$ cat config.mk
export PLATFORM = sky130hd
export DESIGN_NAME = memory_region_decoder_flat
export DESIGN_NICKNAME = d
export VERILOG_FILES = /design/src/rtl/memory_region_decoder_if.sv /design/src/rtl/memory_region_decoder.sv /design/src/flat_wrapper.sv
export SDC_FILE = /design/constraint.sdc
export NUM_CORES = 1
export LEC_CHECK = 0
export ABC_AREA = 1
export ABC_CLOCK_PERIOD_IN_PS = 1200
export CAP_MARGIN = 10
export CORE_MARGIN = 2
export CORE_UTILIZATION = 42
export CTS_BUF_LIST = sky130_fd_sc_hd__clkbuf_8
export DETAILED_ROUTE_END_ITERATION = 16
export MAX_ROUTING_LAYER = met4
export PLACE_DENSITY = 0.76
export REMOVE_ABC_BUFFERS = 1
export SYNTH_ARGS = -nofsm -noshare
export SYNTH_HDL_FRONTEND = slang
export SYNTH_SLANG_ARGS = --single-unit
$ cat constraint.sdc
create_clock -name clk -period 1.2 [get_ports clk]
set_clock_uncertainty 0.1 [all_clocks]
set_input_delay 0.3 -clock clk [delete_from_list [all_inputs] [get_ports clk]]
set_output_delay 0.3 -clock clk [all_outputs]
set_load 0.02 [all_outputs]
$ cat src/rtl/memory_region_decoder_if.sv
// memory_region_decoder_if
//   Bus bundle between the core data port and the region decoder.
//   master : core side, drives the access request and the fault clear, and
//            observes the decode, read-return and fault status signals.
//   slave  : decoder side, the mirror image of master.
//   Signals:
//     i_addr, i_req, i_we         access address, valid, write direction
//     i_region_mask               runtime per-region accessibility
//     i_fault_clear               clears the sticky fault state
//     o_region_enable             combinational one-hot region enable
//     o_readmem_mux_sel           read-data mux select for the returning read
//     o_rd_valid, o_rd_fault      read return strobe and unmapped flag
//     o_fault, o_fault_addr,
//     o_fault_is_write,
//     o_fault_count               sticky fault capture and saturating count
interface memory_region_decoder_if #(
   parameter int ADDR_W      = 32,
   parameter int SEL_W       = 2,
   parameter int NUM_REGIONS = 3,
   parameter int CNT_W       = 8
);
   logic [ADDR_W-1:0]      i_addr;
   logic                   i_req;
   logic                   i_we;
   logic [NUM_REGIONS-1:0] i_region_mask;
   logic                   i_fault_clear;
   logic [NUM_REGIONS-1:0] o_region_enable;
   logic [SEL_W-1:0]       o_readmem_mux_sel;
   logic                   o_rd_valid;
   logic                   o_rd_fault;
   logic                   o_fault;
   logic [ADDR_W-1:0]      o_fault_addr;
   logic                   o_fault_is_write;
   logic [CNT_W-1:0]       o_fault_count;

   modport master (
      output i_addr, i_req, i_we, i_region_mask, i_fault_clear,
      input  o_region_enable, o_readmem_mux_sel, o_rd_valid, o_rd_fault,
      input  o_fault, o_fault_addr, o_fault_is_write, o_fault_count
   );

   modport slave (
      input  i_addr, i_req, i_we, i_region_mask, i_fault_clear,
      output o_region_enable, o_readmem_mux_sel, o_rd_valid, o_rd_fault,
      output o_fault, o_fault_addr, o_fault_is_write, o_fault_count
   );
endinterface

$ cat src/rtl/memory_region_decoder.sv
// memory_region_decoder
//   Decodes the region-select field of the core address into per-region
//   enables (combinational), carries the read-mux select through a pipeline
//   matched to the memory read latency, and records unmapped or masked
//   accesses in a sticky fault capture with a saturating counter.
//   Ports:
//     clk     : clock, rising edge
//     reset_n : asynchronous active-low reset
//     bus     : memory_region_decoder_if.slave (request in, decode/status out)
module memory_region_decoder #(
   parameter int ADDR_W       = 32,
   parameter int SEL_LSB      = 13,
   parameter int SEL_W        = 2,
   parameter int NUM_REGIONS  = 3,
   parameter int READ_LATENCY = 1,
   parameter int CNT_W        = 8
) (
   input logic                   clk,
   input logic                   reset_n,
   memory_region_decoder_if.slave bus
);

   localparam int              LAST        = READ_LATENCY - 1;
   localparam int              IDX_SPAN    = 2 ** SEL_W;
   localparam logic [SEL_W:0]  NUM_REG_EXT = (SEL_W + 1)'(NUM_REGIONS);

   // decode
   logic [SEL_W-1:0]       idx_s;
   logic [IDX_SPAN-1:0]    mask_pad_s;
   logic                   in_range_s;
   logic                   hit_s;
   logic                   miss_s;
   logic                   rd_req_s;
   logic [NUM_REGIONS-1:0] enable_s;

   // read pipeline: *_d_s is what each stage loads on the next edge
   logic [READ_LATENCY-1:0]            stage_valid_r;
   logic [READ_LATENCY-1:0]            stage_fault_r;
   logic [READ_LATENCY-1:0][SEL_W-1:0] stage_sel_r;
   logic [READ_LATENCY-1:0]            stage_valid_d_s;
   logic [READ_LATENCY-1:0]            stage_fault_d_s;
   logic [READ_LATENCY-1:0][SEL_W-1:0] stage_sel_d_s;
   logic [SEL_W-1:0]                   mux_sel_r;

   // fault capture
   logic              fault_r;
   logic [ADDR_W-1:0] fault_addr_r;
   logic              fault_is_write_r;
   logic [CNT_W-1:0]  fault_count_r;
   logic              fault_base_s;
   logic [ADDR_W-1:0] fault_addr_base_s;
   logic              fault_is_write_base_s;
   logic [CNT_W-1:0]  fault_count_base_s;
   logic              fault_d_s;
   logic [ADDR_W-1:0] fault_addr_d_s;
   logic              fault_is_write_d_s;
   logic [CNT_W-1:0]  fault_count_d_s;

   // Region decode: index, range/mask qualification, one-hot enable.
   always_comb begin
      idx_s      = bus.i_addr[SEL_LSB +: SEL_W];
      // Unmapped index slots read as masked-off so the mask lookup never
      // needs an out-of-range guard.
      mask_pad_s = '0;
      mask_pad_s[NUM_REGIONS-1:0] = bus.i_region_mask;
      in_range_s = ({1'b0, idx_s} < NUM_REG_EXT);
      hit_s      = bus.i_req && in_range_s && mask_pad_s[idx_s];
      miss_s     = bus.i_req && !hit_s;
      rd_req_s   = bus.i_req && !bus.i_we;
      enable_s   = '0;
      for (int i = 0; i < NUM_REGIONS; i++) begin
         enable_s[i] = hit_s && (idx_s == SEL_W'(i));
      end
   end

   assign bus.o_region_enable = enable_s;

   // Next value of each pipeline stage: stage 0 takes the current access,
   // later stages shift from their predecessor.
   always_comb begin
      stage_valid_d_s    = '0;
      stage_fault_d_s    = '0;
      stage_sel_d_s      = '0;
      stage_valid_d_s[0] = rd_req_s;
      stage_fault_d_s[0] = miss_s;
      stage_sel_d_s[0]   = idx_s;
      for (int k = 1; k < READ_LATENCY; k++) begin
         stage_valid_d_s[k] = stage_valid_r[k-1];
         stage_fault_d_s[k] = stage_fault_r[k-1];
         stage_sel_d_s[k]   = stage_sel_r[k-1];
      end
   end

   // Read pipeline shift register and the held read-mux select.
   always_ff @(posedge clk or negedge reset_n) begin
      if (!reset_n) begin
         stage_valid_r <= '0;
         stage_fault_r <= '0;
         stage_sel_r   <= '0;
         mux_sel_r     <= '0;
      end else begin
         stage_valid_r <= stage_valid_d_s;
         stage_fault_r <= stage_fault_d_s;
         stage_sel_r   <= stage_sel_d_s;
         // The select only follows valid returns so the mux stays put
         // between reads.
         if (stage_valid_d_s[LAST]) begin
            mux_sel_r <= stage_sel_d_s[LAST];
         end else begin
            mux_sel_r <= mux_sel_r;
         end
      end
   end

   assign bus.o_rd_valid        = stage_valid_r[LAST];
   assign bus.o_rd_fault        = stage_valid_r[LAST] & stage_fault_r[LAST];
   assign bus.o_readmem_mux_sel = mux_sel_r;

   // Fault next state: apply the clear first, then record this cycle's miss
   // on top of the cleared state.
   always_comb begin
      if (bus.i_fault_clear) begin
         fault_base_s          = 1'b0;
         fault_addr_base_s     = '0;
         fault_is_write_base_s = 1'b0;
         fault_count_base_s    = '0;
      end else begin
         fault_base_s          = fault_r;
         fault_addr_base_s     = fault_addr_r;
         fault_is_write_base_s = fault_is_write_r;
         fault_count_base_s    = fault_count_r;
      end

      fault_d_s          = fault_base_s;
      fault_addr_d_s     = fault_addr_base_s;
      fault_is_write_d_s = fault_is_write_base_s;
      fault_count_d_s    = fault_count_base_s;

      if (miss_s) begin
         // Only the first fault since the last clear is captured.
         if (!fault_base_s) begin
            fault_d_s          = 1'b1;
            fault_addr_d_s     = bus.i_addr;
            fault_is_write_d_s = bus.i_we;
         end else begin
            fault_d_s          = fault_base_s;
         end
         if (fault_count_base_s == {CNT_W{1'b1}}) begin
            fault_count_d_s = fault_count_base_s;
         end else begin
            fault_count_d_s = fault_count_base_s + CNT_W'(1);
         end
      end else begin
         fault_d_s = fault_base_s;
      end
   end

   // Fault capture registers.
   always_ff @(posedge clk or negedge reset_n) begin
      if (!reset_n) begin
         fault_r          <= 1'b0;
         fault_addr_r     <= '0;
         fault_is_write_r <= 1'b0;
         fault_count_r    <= '0;
      end else begin
         fault_r          <= fault_d_s;
         fault_addr_r     <= fault_addr_d_s;
         fault_is_write_r <= fault_is_write_d_s;
         fault_count_r    <= fault_count_d_s;
      end
   end

   assign bus.o_fault          = fault_r;
   assign bus.o_fault_addr     = fault_addr_r;
   assign bus.o_fault_is_write = fault_is_write_r;
   assign bus.o_fault_count    = fault_count_r;

endmodule

$ cat src/flat_wrapper.sv
// flat-port wrapper written by rule: the top's interface ports become plain ports
module memory_region_decoder_flat 
#(
   parameter int ADDR_W       = 32,
   parameter int SEL_LSB      = 13,
   parameter int SEL_W        = 2,
   parameter int NUM_REGIONS  = 3,
   parameter int READ_LATENCY = 1,
   parameter int CNT_W        = 8
)
  (clk, reset_n, bus_i_addr, bus_i_req, bus_i_we, bus_i_region_mask, bus_i_fault_clear, bus_o_region_enable, bus_o_readmem_mux_sel, bus_o_rd_valid, bus_o_rd_fault, bus_o_fault, bus_o_fault_addr, bus_o_fault_is_write, bus_o_fault_count);
  memory_region_decoder_if #(.ADDR_W(ADDR_W), .SEL_W(SEL_W), .NUM_REGIONS(NUM_REGIONS), .CNT_W(CNT_W)) bus_i ();
  input logic clk;
  input logic reset_n;
  input wire logic [$bits(bus_i.i_addr)-1:0] bus_i_addr;
  input wire logic [$bits(bus_i.i_req)-1:0] bus_i_req;
  input wire logic [$bits(bus_i.i_we)-1:0] bus_i_we;
  input wire logic [$bits(bus_i.i_region_mask)-1:0] bus_i_region_mask;
  input wire logic [$bits(bus_i.i_fault_clear)-1:0] bus_i_fault_clear;
  output wire logic [$bits(bus_i.o_region_enable)-1:0] bus_o_region_enable;
  output wire logic [$bits(bus_i.o_readmem_mux_sel)-1:0] bus_o_readmem_mux_sel;
  output wire logic [$bits(bus_i.o_rd_valid)-1:0] bus_o_rd_valid;
  output wire logic [$bits(bus_i.o_rd_fault)-1:0] bus_o_rd_fault;
  output wire logic [$bits(bus_i.o_fault)-1:0] bus_o_fault;
  output wire logic [$bits(bus_i.o_fault_addr)-1:0] bus_o_fault_addr;
  output wire logic [$bits(bus_i.o_fault_is_write)-1:0] bus_o_fault_is_write;
  output wire logic [$bits(bus_i.o_fault_count)-1:0] bus_o_fault_count;
  assign bus_i.i_addr = bus_i_addr;
  assign bus_i.i_req = bus_i_req;
  assign bus_i.i_we = bus_i_we;
  assign bus_i.i_region_mask = bus_i_region_mask;
  assign bus_i.i_fault_clear = bus_i_fault_clear;
  assign bus_o_region_enable = bus_i.o_region_enable;
  assign bus_o_readmem_mux_sel = bus_i.o_readmem_mux_sel;
  assign bus_o_rd_valid = bus_i.o_rd_valid;
  assign bus_o_rd_fault = bus_i.o_rd_fault;
  assign bus_o_fault = bus_i.o_fault;
  assign bus_o_fault_addr = bus_i.o_fault_addr;
  assign bus_o_fault_is_write = bus_i.o_fault_is_write;
  assign bus_o_fault_count = bus_i.o_fault_count;
  memory_region_decoder #(.ADDR_W(ADDR_W), .SEL_LSB(SEL_LSB), .SEL_W(SEL_W), .NUM_REGIONS(NUM_REGIONS), .READ_LATENCY(READ_LATENCY), .CNT_W(CNT_W)) u_core (.clk(clk), .reset_n(reset_n), .bus(bus_i));
endmodule
==> impl_metrics.csv <==
group,metric,value,unit
place,place_hpwl,5163,um
routing,avgRoutedWirePerCell,16.68,um
pwr,worst_ir_drop_vdd,0.0007026,V
clock_tree,clk-insertion-delay-late,300,ps
sta,timing.final.ws_setup,-236.4,ps
place,io_buffer_count,88,
pwr,power.share.clock,23.4,%
pwr,design_power_total,4.838,mW
die,pin_count,89,
routing,ant_nets,0,
final_layout,post_route_cells_drive_above_1_share,46.05,%
sta,slew_violations,0,
pwr,power.leakage,2.554,nW
synthesis,syn_avg_cell_area,7.012,um2
final_layout,antenna_cells_inserted,0,
die,die_w,81.42,um
pwr,power.density_cell_area,980.4,mW/mm2
synthesis,synth_seq_area_share,45.73,%
final_layout,mostFrequentLayoutCell,"nand2_1",
pwr,cell_internal_pwr,3.244,mW
setup_path,setup.worst_path.class,"input port to output pin",
pwr,share_seq_of_total_power,37.5,%
routing,first_pass_iters,5,
setup_path,critPathLaunchType,"input port",
global_route,grt_max_degree,47,
die,die_height,81.42,um
die,fp.coreArea,0.005851,mm2
clock_tree,root_cell_of_the_clock_tree,"clkbuf_8",
place,gpl.final_weighted_congestion,0.8246,
clock_tree,clock_sinks,46,
status,failed_checks,"setup timing",
final_layout,flow.area_growth_from_synthesis,96.02,%
sta,setup_viol,92,
final_layout,finalNetCount,571,
routing,detail_route.drc_violations,0,
sta,maxSlewHeadroom,78.38,%
routing,drt_iter0_drc,195,
die,std_cell_rows,28,
global_route,gr-total-overflow,0,
setup_path,critical_path_buf_inv_count,5,
pwr,switching_share,32.94,%
setup_path,worstPathArrival,1040,ps
clock_tree,clk_path_buf_depth,2,
setup_path,worstPathMaxFanout,4,
synthesis,synthesized_instance_count,359,
pwr,switching_power,1.594,mW
synthesis,mappedNetlistArea,0.002517,mm2
setup_path,path_cells,"buf_12 > inv_8 > nand3_4 > nand3_4 > buf_6 > nand4_1 > inv_1 > buf_6",
run,max_cap_violations,0,
synthesis,distinct_cell_type_count_after_synthesis,19,
clock_tree,tritoncts.num_buffers,5,
global_route,grtUsageTotal,26.89,%
pwr,power.combinational.fraction,39.0,%
sta,finalHoldViolations,0,
sta,tcrit_tclk_final,119.7,%
routing,wirelength,10120,um
sta,fmax,0.6962,GHz
final_layout,layout_common_cells,"nand2_1 (144), buf_4 (75), buf_6 (58)",
sta,final.min_clock_period,1436,ps
clock_tree,clkTransAtPathRegs,90,ps
routing,post_drt_via_cell_ratio,5.369,
min_path,holdCritPathClass,"input port to flip-flop",
die,die_area,0.006629,mm2
clock_tree,htreeDepth,2,
synthesis,postSynthRegisterBits,46,
global_route,first_global_vias,2985,
global_route,antenna_found_initial,0,
sta,worst_hold_margin,339.4,ps
setup_path,path_delay_family,"buffers and inverters",
setup_path,worst_path_largest_cell_delay,120,ps
setup_path,crit_slowest_cell,"buf_12",
synthesis,ys.warnings.count,0,
die,start_util,43.03,%
routing,routed-via-count,3259,
setup_path,timing.critical_path.required,800,ps
final_layout,core_utilization_of_the_finished_layout,84.35,%
clock_tree,cts_tree,"done",
status,outcome,"finished with violations",
sta,rsz0062_at_grt,"yes",
final_layout,number_of_fillers_in_the_final_layout,327,
setup_path,setup_crit_end_kind,"output pin",
sta,worst_pin_slew,324.3,ps
global_route,wire_length_of_the_first_global_routing_pass,13430,um
==> power by group through the flow <==
stage                     sequential [mW]  combinational [mW]  clock (mW)
after CTS                            1.81                1.57        1.11
after global routing                 1.83                1.99        1.18
after floorplan                      2.01               0.337           0
after global placement               1.82                1.30           0
after detailed placement             1.82                1.34           0
final                                1.82                1.89        1.13
==> through the flow <==
stage | setup TNS (ps) | cell area (um2) | instances | setup slack [ps]
floorplan | -38380 | 2380 | 336 | -977.6
global placement | -40570 | 3817 | 553 | -1065
detailed placement | -44820 | 3817 | 553 | -1154
CTS | -8564 | 4387 | 587 | -217.4
global route | -11920 | 4935 | 607 | -287.4
finish | -9293 | 4935 | 607 | -236.4
==> final cells by class <==
type,instances,area [um2],area share [%]
sequential,46,1154,23.38
multi-input combinational,272,1545,31.31
inverter,18,100.1,2.028
clock buffer,8,110.1,2.231
timing repair buffer,188,1932,39.15
tap,75,93.84,1.902
==> sequential cells by signal, summed over array words and instances (netlist names) <==
signal / flops
u_core.bus.o_rd_valid: 1
u_core.bus.o_fault_is_write: 1
u_core.bus.o_fault_addr: 32
u_core.stage_fault_r: 1
u_core.bus.o_fault: 1
u_core.bus.o_fault_count: 8
u_core.bus.o_readmem_mux_sel: 2
==> Yosys cell counts <==
library cell	count	area share, %
a21oi_1	1	0.20
nor2_1	7	1.0
nand3_1	86	17
clkbuf_1	9	1.3
inv_2	2	0.30
nand2_4	1	0.45
buf_2	5	0.99
o21ai_0	5	0.99
nand4_1	3	0.75
inv_4	1	0.25
buf_1	1	0.15
buf_6	4	1.8
buf_4	4	1.2
nor3_1	2	0.40
nand2_2	1	0.25
inv_1	15	2.2
nand2_1	165	25
dfrtp_1	46	46
nor2_2	1	0.25
==> path summary, 6_finish.rpt <==
| path | from | endpoint | slack, ps | cells after the start |
|---|---|---|---|---|
| setup reg to reg | u_core.bus.o_fault_count[1]$_DFF_PN0_ | u_core.bus.o_fault_count[3]$_DFF_PN0_ | -180 | 8 |
| hold / removal | bus_i_addr[13] | u_core.bus.o_readmem_mux_sel[0]$_DFFE_PN0P_ | 340 | 4 |
| max in group asynchronous | reset_n | u_core.bus.o_fault$_DFF_PN0_ | 350 | 3 |
| setup / recovery | bus_i_addr[13] | bus_o_region_enable[2] | -240 | 8 |
| hold reg to reg | u_core.bus.o_fault_addr[30]$_DFF_PN0_ | u_core.bus.o_fault_addr[30]$_DFF_PN0_ | 530 | 3 |
| min in group asynchronous | reset_n | u_core.bus.o_fault_count[6]$_DFF_PN0_ | 390 | 3 |
==> layer usage <==
metal / vias to the layer above / share of wire [%] / global-route usage [%]
met1: 1576 / 39 / 32.63
met4: 0 / 1.8 / 7.797
li1: 1491 / - / -
met5: - / 0 / -
met3: 19 / 6.6 / 4.945
met2: 173 / 53 / 45.82
==> cell families after synthesis <==
family	synth area share [%]
DFF	45.73
AOI/OAI and AO/OA	1.192
and+or+nand+nor	44.83
buffers and inverters	8.250
==> repair_timing <==
item / in CTS / in global routing
buffers inserted: 23 / 17
hold endpoints to repair: 46 / 0
pin swaps: 11 / 41
hold buffers: 1 / 0
cloned: 3 / 5
setup endpoints to repair: 94 / 92
gates resized for setup: 361 / 94
==> tightest hold or removal path: stages <==
cell     delay (ps)
buf_12          120
inv_8            60
buf_4           130
o21ai_0          90
No activity file was read; power rests on OpenSTA's default activity.
